===== src/rtl/counter_nb_mod.sv =====
// counter_nb_mod: parametrised synchronous up/down counter with step modes,
// a programmable modulo limit, an explicit hold mode and a selectable
// disable policy.
//
// Parameters
//   WIDTH            counter width in bits (2..32)
//   STEP             increment/decrement used by the step modes (1..2^WIDTH-1)
//   CLEAR_ON_DISABLE 1: ENABLE=0 clears Q/RCO/LOAD; 0: ENABLE=0 holds Q and
//                    drives RCO=LOAD=0
//
// Ports
//   CLK     in   1      rising-edge clock
//   RESET   in   1      synchronous active-high reset, overrides everything
//   ENABLE  in   1      counter enable, active high
//   MODO    in   3      mode select
//   D       in   WIDTH  parallel load value
//   LIMIT   in   WIDTH  terminal value for the modulo modes
//   Q       out  WIDTH  registered count
//   RCO     out  1      registered wrap flag (carry/borrow), one cycle per wrap
//   LOAD    out  1      registered, high the cycle after a load edge
module counter_nb_mod #(
  parameter int WIDTH            = 8,
  parameter int STEP             = 3,
  parameter bit CLEAR_ON_DISABLE = 1'b1
) (
  input  logic             CLK,
  input  logic             RESET,
  input  logic             ENABLE,
  input  logic [2:0]       MODO,
  input  logic [WIDTH-1:0] D,
  input  logic [WIDTH-1:0] LIMIT,
  output logic [WIDTH-1:0] Q,
  output logic             RCO,
  output logic             LOAD
);

  localparam logic [2:0] MODE_UP1   = 3'b000;
  localparam logic [2:0] MODE_DN1   = 3'b001;
  localparam logic [2:0] MODE_UPS   = 3'b010;
  localparam logic [2:0] MODE_DNS   = 3'b011;
  localparam logic [2:0] MODE_LOAD  = 3'b100;
  localparam logic [2:0] MODE_HOLD  = 3'b101;
  localparam logic [2:0] MODE_MODUP = 3'b110;
  localparam logic [2:0] MODE_MODDN = 3'b111;

  localparam logic [WIDTH:0] ONE_EXT  = (WIDTH+1)'(1);
  localparam logic [WIDTH:0] STEP_EXT = (WIDTH+1)'(STEP);

  // The arithmetic runs one bit wider than Q; the extra bit is the
  // carry (up) or borrow (down) that becomes RCO.
  logic [WIDTH:0] q_ext;
  logic [WIDTH:0] sum_up1;
  logic [WIDTH:0] sum_dn1;
  logic [WIDTH:0] sum_ups;
  logic [WIDTH:0] sum_dns;

  logic [WIDTH-1:0] q_next;
  logic             rco_next;
  logic             load_next;

  assign q_ext   = {1'b0, Q};
  assign sum_up1 = q_ext + ONE_EXT;
  assign sum_dn1 = q_ext - ONE_EXT;
  assign sum_ups = q_ext + STEP_EXT;
  assign sum_dns = q_ext - STEP_EXT;

  always_comb begin
    q_next    = Q;
    rco_next  = 1'b0;
    load_next = 1'b0;
    case (MODO)
      MODE_UP1: {rco_next, q_next} = sum_up1;
      MODE_DN1: {rco_next, q_next} = sum_dn1;
      MODE_UPS: {rco_next, q_next} = sum_ups;
      MODE_DNS: {rco_next, q_next} = sum_dns;
      MODE_LOAD: begin
        q_next    = D;
        load_next = 1'b1;
      end
      MODE_HOLD: q_next = Q;
      MODE_MODUP: begin
        // >= rather than == so a count already beyond LIMIT wraps at once.
        if (Q >= LIMIT) begin
          q_next   = '0;
          rco_next = 1'b1;
        end else begin
          q_next = sum_up1[WIDTH-1:0];
        end
      end
      MODE_MODDN: begin
        if ((Q == '0) || (Q > LIMIT)) begin
          q_next   = LIMIT;
          rco_next = 1'b1;
        end else begin
          q_next = sum_dn1[WIDTH-1:0];
        end
      end
      default: q_next = Q;
    endcase
  end

  // Register stage: priority RESET > ENABLE > MODO
  always_ff @(posedge CLK) begin
    if (RESET) begin
      Q    <= '0;
      RCO  <= 1'b0;
      LOAD <= 1'b0;
    end else if (!ENABLE) begin
      if (CLEAR_ON_DISABLE) begin
        Q <= '0;
      end
      RCO  <= 1'b0;
      LOAD <= 1'b0;
    end else begin
      Q    <= q_next;
      RCO  <= rco_next;
      LOAD <= load_next;
    end
  end

endmodule


===== config.mk =====
export PLATFORM = sky130hd
export DESIGN_NAME = counter_nb_mod
export DESIGN_NICKNAME = d
export VERILOG_FILES = /design/src/rtl/counter_nb_mod.sv
export SDC_FILE = /design/constraint.sdc
export NUM_CORES = 1
export LEC_CHECK = 0
export CORE_AREA = 2 2 89 83
export DETAILED_ROUTE_END_ITERATION = 8
export DIE_AREA = 0 0 91 85
export HOLD_SLACK_MARGIN = 0.15
export PLACE_DENSITY = 0.5
export REMOVE_ABC_BUFFERS = 1
export SYNTH_ARGS = -nofsm -noshare
export SYNTH_HDL_FRONTEND = slang
export SYNTH_SLANG_ARGS = --single-unit

===== constraint.sdc =====
create_clock -name CLK -period 3.4 [get_ports CLK]
set_input_delay 0.68 -clock CLK [delete_from_list [all_inputs] [get_ports CLK]]
set_output_delay 0.68 -clock CLK [all_outputs]
set_load 0.05 [all_outputs]

==> summary.txt <==
number of antenna violations at the first check in global routing -> 0
Die ar. -> 7740 sq um
critical path arrival -> 3.13 ns
I/O pins -> 32
Max Root-Sink Buffers -> 2
Max VDD drop -> 126 uV
Critical Path RT -> 3.53 ns
top_reg_cell synth -> dfxtp_1
HPWL after DPL -> 4030 microns
RSZ-0062 raised after global routing -> no
die height -> 85 microns
Slew Limit Headroom -> 0.571
Worst Setup End Kind -> register
share of post-route cells with drive strength above 1 -> 0.138
worst skew pair latency -> 0.25 ns
largest net degree at the start of global routing -> 23
CTS tree -> built
IO Port Bufs -> 31
Leakage -> 0.000765 uW
final design utilization -> 0.311
Worst-path clk slew -> 0.05 ns
WL per Instance -> 15.2 microns
Final Cycle Share -> 0.881
post-synth cell types -> 60
Mapped Area -> 1650 sq um
ys async rst share -> 0
Final Non-Filler Cells -> 346
grt ovf -> 0
Pre-antenna DRT Iters -> 5
Synth Register Bits -> 10
minimum clock period -> 3.00 ns
outcome -> finished clean
worst-margin pin slew -> 0.644 ns
Initial DRC Count -> 108
n_diodes -> 0
final hold viol count -> 0
fin. max-slew vios -> 0
max_cap viols -> 0
H-tree levels -> 1
initial core utilization -> 0.242
Setup-failing EPs final -> 0
final WL -> 5280 microns
clock net sink count -> 10
Die Width -> 91 microns
Avg Inst Size Synth -> 7.31 sq um
total CTS buffers -> 3
max frequency -> 334 MHz
register area share after synthesis -> 0.121
TNS Setup -> 0 ns
Via Count -> 1789
post-CTS sizing -> 0
vias per inst -> 5.17
worst min-delay path class -> register to register
postcts setup bufs -> 0
Fin Clk Skew -> 0.00569 ns
vias in the first global route -> 1691
Worst Setup Start Kind -> input pin
synthesis-to-finish area growth -> 28.2%
core region area -> 6820 sq um
gr usage total -> 0.140
Routed Antenna Nets -> 0
GPL Wtd Cong -> 0.813
CTS root buf -> clkbuf_8
fill cell count -> 783
Post-synth EDFFs -> 0
PwrDens -> 349 nW/um^2
num rows -> 29
critical path peak fanout -> 8
placed insts -> 342
Post-Syn Instances -> 226
post-cts hold buffer count -> 0
Yosys warnings -> 0
global-route wire length before repair -> 8760 microns
Crit Path Class -> input pin to register
residual DRC count -> 0
Final Net Count -> 286
## worst max-delay path: stages
cell	delay, ns
clkdlybuf4s50_1	0.48
inv_1	0.05
ha_1	0.30
a21oi_1	0.14
o21ai_1	0.19
nor3b_1	0.20
a311o_2	0.42
a222oi_1	0.25
nor2_1	0.06
or3_1	0.35
## layer usage
metal  global-route usage  wire length [microns]  up-vias
met5                    0                      0        -
met4               0.0344                     56        0
met3               0.0133                    246        4
met2                0.218                   2340       49
met1                0.206                   2630      836
li1                     -                      -      900
## layout make-up
| cell class | count | area [sq um] | share of cell area |
|---|---|---|---|
| repair buffers | 42 | 405 | 0.191 |
| well taps | 93 | 116 | 0.0549 |
| clock buffers | 4 | 55.1 | 0.0260 |
| multi-input cells | 183 | 1290 | 0.609 |
| inverters | 14 | 52.6 | 0.0248 |
| flip-flops and latches | 10 | 200 | 0.0945 |
## registers in the layout, indices dropped and copies added (netlist names)
register,flops
RCO,1
LOAD,1
Q,8
## worst paths after layout
| kind | to | cells after the start | from | slack [ns] |
|---|---|---|---|---|
| worst max-delay path | Q[6]$_SDFFE_PP0P_ | 10 | LIMIT[7] | 0.40 |
| worst min-delay path | Q[5]$_SDFFE_PP0P_ | 2 | Q[5]$_SDFFE_PP0P_ | 0.72 |
| worst max register to register | Q[6]$_SDFFE_PP0P_ | 8 | Q[1]$_SDFFE_PP0P_ | 0.64 |
| worst min register to register | Q[5]$_SDFFE_PP0P_ | 2 | Q[5]$_SDFFE_PP0P_ | 0.72 |
## where the power goes
part / switching (uW) / internal (uW)
Clock: 61.5 / 103
Sequential: 35.1 / 130
Combinational: 226 / 186
## Yosys cell counts, types with 3 or more instances
master | n | share of area
a21oi_1 | 15 | 0.045
a31oi_1 | 5 | 0.019
a32oi_1 | 5 | 0.026
buf_2 | 7 | 0.021
buf_4 | 6 | 0.027
clkbuf_1 | 5 | 0.011
dfxtp_1 | 10 | 0.12
ha_1 | 10 | 0.076
inv_1 | 14 | 0.032
nand2_1 | 21 | 0.048
nand2b_1 | 7 | 0.026
nand3_1 | 3 | 0.0091
nand4_1 | 5 | 0.019
nor2_1 | 15 | 0.034
nor2b_1 | 5 | 0.019
nor3_1 | 11 | 0.033
nor4_1 | 3 | 0.011
o21ai_0 | 8 | 0.024
o22ai_1 | 4 | 0.015
o31ai_1 | 3 | 0.014
xnor2_1 | 8 | 0.042
xor2_1 | 6 | 0.032
## cells in the final DEF (no fill, tap or decap), types with 10 or more instances in the layout
cell type and instances:
buf_4 10, inv_1 14, clkdlybuf4s50_1 31, nand2_1 21
nor2_1 15, dfxtp_1 10, a21oi_1 15, nor3_1 11
ha_1 10
## through the flow
step                setup WS [ns]  hold slack [ns]  cell area, sq um  total power, uW
finish                      0.403            0.724              2120              741
global route                0.295            0.781              2120              798
CTS                         0.414            0.728              2120              746
detailed placement          0.172            0.715              2060              579
global placement            0.192            0.718              2060              581
floorplan                   0.581            0.840              1540              442
## cell families after synthesis
kind of cell,Yosys count,synth area share
muxes,3,0.0189
adders and majority gates,10,0.0757
DFF,10,0.121
and+or+nand+nor,87,0.300
buffers and inverters,33,0.0984
AOI/OAI and AO/OA,69,0.312
xor gates and xnor gates,14,0.0742
(Power assumes the default switching activity.)
